$ cat src/rtl/ram_rmw_ctrl_pkg.sv
// ram_rmw_pkg: op and FSM state encodings shared by the read-modify-write RAM controller.
package ram_rmw_pkg;
    localparam logic [1:0] OP_ENC_READ  = 2'b00;
    localparam logic [1:0] OP_ENC_WRITE = 2'b01;
    localparam logic [1:0] OP_ENC_ADD   = 2'b10;
    localparam logic [1:0] OP_ENC_SWAP  = 2'b11;
    typedef enum logic [1:0] {
        OP_READ  = OP_ENC_READ,
        OP_WRITE = OP_ENC_WRITE,
        OP_ADD   = OP_ENC_ADD,
        OP_SWAP  = OP_ENC_SWAP
    } op_e;
    localparam logic [1:0] ST_IDLE    = 2'd0;
    localparam logic [1:0] ST_RD_WAIT = 2'd1;
    localparam logic [1:0] ST_CLEAR   = 2'd2;
    typedef enum logic [1:0] {
        IDLE    = ST_IDLE,
        RD_WAIT = ST_RD_WAIT,
        CLEAR   = ST_CLEAR
    } state_e;
endpackage

$ cat src/rtl/ram_rmw_ctrl_sync_ram_sp.sv
// sync_ram_sp: single-port RAM, write on wen, registered read of the old word (1-cycle latency).
module sync_ram_sp #(
    parameter int DATA_W = 8,
    parameter int ADDR_W = 8,
    parameter int DEPTH  = 2**ADDR_W
) (
    input  logic              clock,
    input  logic [ADDR_W-1:0] addr,
    input  logic [DATA_W-1:0] wdata,
    input  logic              wen,
    output logic [DATA_W-1:0] q
);
    logic [DATA_W-1:0] mem [DEPTH];
    always_ff @(posedge clock) begin
        if (wen) mem[addr] <= wdata;
        q <= mem[addr];
    end
endmodule

$ cat src/rtl/ram_rmw_ctrl.sv
// ram_rmw_ctrl: one-request-at-a-time READ/WRITE/ADD/SWAP controller around a single-port RAM.
// Define RAM_RMW_CTRL_MEM_CLEAR_EN to zero the whole array after every reset.
module ram_rmw_ctrl
    import ram_rmw_pkg::*;
#(
    parameter int DATA_W = 8,
    parameter int ADDR_W = 8,
    parameter int DEPTH  = 2**ADDR_W
) (
    input  logic              clock,
    input  logic              reset,
    input  logic              req_valid,
    output logic              req_ready,
    input  logic [1:0]        req_op,
    input  logic [ADDR_W-1:0] req_addr,
    input  logic [DATA_W-1:0] req_data,
    output logic              rsp_valid,
    output logic [DATA_W-1:0] rsp_data,
    output logic              rsp_err,
    output logic              busy
);
`ifdef RAM_RMW_CTRL_MEM_CLEAR_EN
    localparam state_e RST_ST = CLEAR;
`else
    localparam state_e RST_ST = IDLE;
`endif
    state_e            state;
    op_e               op_q;
    logic [ADDR_W-1:0] addr_q, clr_addr, ram_addr;
    logic [DATA_W-1:0] data_q, wdata, q, sum;
    logic              err_q, wen, in_range, idle, rd_wait, accept, wr_acc;

    assign idle      = state == IDLE;
    assign rd_wait   = state == RD_WAIT;
    assign req_ready = idle;
    assign busy      = ~idle;
    assign accept    = req_valid && idle;
    assign wr_acc    = accept && op_e'(req_op) == OP_WRITE;
    assign in_range  = {1'b0, req_addr} < (ADDR_W+1)'(DEPTH);
    assign sum       = q + data_q;

    // reset gates wen so an abandoned RMW never lands in the array
    always_comb begin
        ram_addr = idle ? req_addr : rd_wait ? addr_q : clr_addr;
        wdata    = idle ? req_data : rd_wait ? (op_q == OP_ADD ? sum : data_q) : '0;
        wen      = !reset && (idle ? wr_acc && in_range
                            : rd_wait ? (op_q == OP_ADD || op_q == OP_SWAP) && !err_q
                            : state == CLEAR);
    end

    always_ff @(posedge clock) begin
        if (reset) state <= RST_ST;
        else if (accept && !wr_acc) state <= RD_WAIT;
        else if (rd_wait) state <= IDLE;
`ifdef RAM_RMW_CTRL_MEM_CLEAR_EN
        else if (state == CLEAR && clr_addr == ADDR_W'(DEPTH-1)) state <= IDLE;
`endif
    end

`ifdef RAM_RMW_CTRL_MEM_CLEAR_EN
    always_ff @(posedge clock) clr_addr <= (reset || state != CLEAR) ? '0 : clr_addr + 1'b1;
`else
    assign clr_addr = '0;
`endif

    always_ff @(posedge clock) begin
        if (idle) begin
            op_q   <= op_e'(req_op);
            addr_q <= req_addr;
            data_q <= req_data;
            err_q  <= !in_range;
        end
    end

    always_ff @(posedge clock) begin
        if (reset) begin
            rsp_valid <= 1'b0;
            rsp_data  <= '0;
            rsp_err   <= 1'b0;
        end else begin
            rsp_valid <= wr_acc || rd_wait;
            rsp_err   <= wr_acc ? !in_range : rd_wait && err_q;
            rsp_data  <= wr_acc ? (in_range ? req_data : '0)
                       : (rd_wait && !err_q) ? (op_q == OP_ADD ? sum : q) : '0;
        end
    end

    sync_ram_sp #(.DATA_W(DATA_W), .ADDR_W(ADDR_W), .DEPTH(DEPTH)) u_ram (
        .clock(clock),
        .addr (ram_addr),
        .wdata(wdata),
        .wen  (wen),
        .q    (q)
    );
endmodule

$ cat config.mk
export PLATFORM = sky130hd
export DESIGN_NAME = ram_rmw_ctrl
export DESIGN_NICKNAME = d
export VERILOG_FILES = /design/src/rtl/ram_rmw_ctrl_pkg.sv /design/src/rtl/ram_rmw_ctrl_sync_ram_sp.sv /design/src/rtl/ram_rmw_ctrl.sv
export SDC_FILE = /design/constraint.sdc
export NUM_CORES = 2
export LEC_CHECK = 0
export ABC_AREA = 1
export BUFFER_PORTS_ARGS = -buffer_cell sky130_fd_sc_hd__buf_2
export CAP_MARGIN = 20
export CORE_AREA = 2 2 409 573
export CTS_CLUSTER_SIZE = 25
export DETAILED_ROUTE_END_ITERATION = 16
export DIE_AREA = 0 0 411 575
export SYNTH_ARGS = -nofsm -noshare
export SYNTH_HDL_FRONTEND = slang
export SYNTH_SLANG_ARGS = --single-unit
$ cat constraint.sdc
create_clock -name clock -period 31.8 [get_ports clock]
set_clock_uncertainty 0.05 [all_clocks]
set_input_delay 6.36 -clock clock [delete_from_list [all_inputs] [get_ports clock]]
set_output_delay 6.36 -clock clock [all_outputs]
set_load 0.05 [all_outputs]
==> reports/metrics.csv <==
stage;metric;value;unit
critical_path;crit_family;buffers and inverters;
timing;finalHoldViolations;0;
grt;grt_max_degree;209;
critical_path;r2r_end;u_ram.q[4];
synthesis;synth_area;87400;sq um
placed_design;dp_hpwl;137000;um
cts;cts_buffer_depth;4;
cts;cts-resized-gates;0;
drt;drtIter0Drc;6085;
synthesis;synth_nets;8440;
critical_path;rrSetupSlack;26.31;ns
drt;wl_per_cell;21.1;um
critical_path;path_buf_inv;4;
critical_path;critPathCaptureType;flip-flop;
synthesis;yosysWarnings;0;
synthesis;synth_edf_count;2066;
drt;drt-pass1-iter-count;6;
floorplanning;start_util;0.378;
floorplanning;die_width;411;um
floorplanning;core;231000;sq um
pwr;pwr-share-seq;0.514;
grt;grt_pass1_wl;363000;um
pwr;p_comb_frac;0.094;
synthesis;synth-seq-cells;2084;
pwr;p_int;0.00451;W
pwr;clockPowerShare;0.392;
drt;drt-vias-per-instance;5.11;
placed_design;gp_congestion;0.868;
timing;layout_min_cycle_time;10.09;ns
floorplanning;row_count;209;
layout;area_growth;10.7;%
pwr;ir_drop;51.3;uV
drt;ant_nets;0;
grt;grt.total_usage;0.201;
floorplanning;die-area;236000;sq um
cts;cts_setup_buffers;0;
cts;cts.htree.levels;4;
cts;clock-root-buffer;clkbuf_16;
synthesis;ys_async_sr_fraction;0;
critical_path;startpoint;req_addr[0];
floorplanning;die_h;575;um
timing;fmax;0.0991;GHz
cts;cts.clk_slew.worst_paths;0.06;ns
synthesis;synth.distinct_cells;27;
timing;slew_headroom;0.164;
placed_design;numPortBuffers;31;
critical_path;cp_max_fo;163;
timing;grt_setup_unrepaired;no;
cts;cts_hold_buf;0;
layout;finish.utilization;0.419;
synthesis;synthTopCellsByArea;edfxtp_1 71%, nand2_1 21%, nand3_1 2.9%, nor2_1 1.5%, buf_2 1.1%;
floorplanning;ioPinCount;33;
placed_design;place_ws;20.91;ns
synthesis;synthCells;8411;
layout;fillers;21800;
min_path;min_path_cells;4;
timing;setup_tns;0;ns
grt;antenna_found_initial;6;
drt;vias;58500;
run;maxCapViolations;0;
grt;grt_pass1_vias;57500;
critical_path;cp_data_required_time;32.52;ns
critical_path;crit_slowest_cell;buf_4;
pwr;switching_power;0.00146;W
timing;setup_violations;0;
pwr;power_leakage;38.0;nW
layout;drive_above_1_share;0.0533;
synthesis;yosys.area.top_type;edfxtp_1;
pwr;swShare;0.245;
synthesis;yosys.area.top_type_share;0.710;
drt;wirelength;242000;um
critical_path;crit_type;in2reg;
critical_path;reg2reg_depth;20;
synthesis;synth_ff_type;edfxtp_1;
critical_path;r2r_start;state[0];
critical_path;slowest_delay;0.92;ns
timing;fin_crit_sh;0.317;
pwr;power_density;61.8;nW/um^2
cts;clk_latency;0.84;ns
synthesis;synth.avg_cell_area;10.4;sq um
min_path;worstHoldEndpoint;rsp_data[4];
timing;drv_slew;0;
grt;overflow;0;
min_path;min_path_type;reg2reg;
timing;setup_slack;21.71;ns
critical_path;crit_path_cell_trace;buf_2, nand2_4, nand2_8, buf_4, buf_12, buf_4, nand2_1, nand2_1, nand2_1, nand2_1, nand2_1, nand2_1, o21ai_1, nand2_1, nor2_1, nor2_1, nor2_1, nand2_1;
critical_path;arrival;10.81;ns
drt;met3_length;14800;um
drt;wl_met1;95800;um
cts;cts.sinks;2084;
drt;met2_length;120000;um
layout;fin_nets;8289;
critical_path;cp-start-kind;input pin;
synthesis;ys_seq_area_frac;0.714;
status;outcome;complete, no violations;
min_path;hp-start;u_ram.q[4];
cts;cts_buffers;193;
critical_path;path_common_cell;nand2_1;
timing;tightest_slew;1.24;ns
drt;routed.top_layer;met5;
drt;post-route-drc-count;0;
cts;cts_tree;yes;
power groups by stage:
stage | clock network (W) | logic (W) | registers, W
floorplan | 0 | 0.000339 | 0.00316
global placement | 0 | 0.000552 | 0.00313
detailed placement | 0 | 0.000555 | 0.00313
CTS | 0.00237 | 0.000557 | 0.00307
global route | 0.00247 | 0.000614 | 0.00307
finish | 0.00235 | 0.000560 | 0.00307
cell type report:
class / instances / area [sq um] / share of cell area
diodes: 2 / 5.00 / 0.0000517
inverters: 20 / 82.6 / 0.000853
multi-input cells: 5836 / 23100 / 0.239
well taps: 3059 / 3830 / 0.0395
clock buffers: 233 / 5080 / 0.0525
flip-flops and latches: 2084 / 62400 / 0.645
repair buffers: 125 / 1090 / 0.0113
clock inverters: 106 / 1170 / 0.0121
through the flow:
stage	std cells	total power [W]	area, sq um	hold slack, ns
floorplan	8411	0.00350	87400	0.476
global placement	11100	0.00368	90400	0.631
detailed placement	11100	0.00369	90400	0.616
CTS	11500	0.00600	96700	0.625
global route	11500	0.00616	96800	0.654
finish	11500	0.00598	96800	0.619
layout by cell type, fill, tap and decap left out, types with 4 or more instances in the layout:
cell,netlist,routed
o21ai_0,58,58
nand2_4,0,4
inv_1,15,15
edfxtp_1,2066,2066
nand3_1,500,500
clkbuf_16,0,196
nand2_1,4781,4762
clkbuf_1,213,33
bufinv_16,0,24
nor2_1,356,351
dfxtp_1,18,18
buf_4,5,75
clkinv_1,1,30
clkinv_2,0,37
nor3_2,4,4
a21oi_1,31,25
clkbuf_8,0,4
clkinvlp_4,0,7
buf_2,197,31
nand2_2,3,17
clkinv_4,0,4
ha_1,7,7
buf_12,0,13
a21oi_4,0,6
nor2_4,0,8
o21ai_1,81,81
or2_1,4,4
synth_stat cells, types with 2 or more instances:
cell type,n
ha_1,7
buf_2,197
nand2_1,4781
buf_4,5
nor3_2,4
buf_1,56
o21ai_0,58
nand3_1,500
inv_2,4
nor2_2,3
dfxtp_1,18
or2_1,4
a21oi_1,31
edfxtp_1,2066
o21ai_1,81
inv_1,15
clkbuf_1,213
a31oi_1,2
nor2_1,356
nand2_2,3
flip-flops by register name (all words and copies together), names as in the netlist:
signal     flops
u_ram.mem   2048
rsp_data       8
u_ram.q        8
rsp_valid      1
op_q           2
data_q         8
state          1
addr_q         8
worst register-to-register path, cell delays in order (launching register included):
cell and delay, ns:
dfxtp_1 0.29, buf_4 0.25, inv_2 0.08, buf_4 0.39, nand2_4 0.13, nand2_8 0.44
buf_4 0.97, buf_12 0.61, buf_4 1.08, nand2_1 0.16, nand2_1 0.11, nand2_1 0.05
nand2_1 0.11, nand2_1 0.06, nand2_1 0.10, o21ai_1 0.07, nand2_1 0.15, nor2_1 0.12
nor2_1 0.12, nor2_1 0.05, nand2_1 0.06
worst max path at each step:
stage / endpoint / slack (ns) / cells past startpoint
2_1_floorplan: u_ram.mem[0][0] / 16.53 / 2
3_3_place_gp: u_ram.q[2] / 20.96 / 18
3_5_place_dp: u_ram.q[1] / 20.91 / 18
4_1_cts: u_ram.q[1] / 21.79 / 18
5_1_grt: u_ram.q[4] / 21.37 / 18
6_report: u_ram.q[4] / 21.71 / 18
kinds of logic after synthesis:
family / count (synthesis) / synth area share
other cells: 1 / 0.0000429
buf+inv: 491 / 0.0241
compound gates: 172 / 0.00988
simple gates: 5653 / 0.251
xor+xnor: 2 / 0.000200
fa+ha+maj: 8 / 0.00123
flops: 2084 / 0.714
routing by layer:
layer / GRT usage / vias to the layer above
met1: 0.254 / 28400
li1: - / 27500
met2: 0.346 / 2225
met5: 0 / -
met4: 0.0935 / 2
met3: 0.0227 / 505
(Power assumes the default switching activity.)
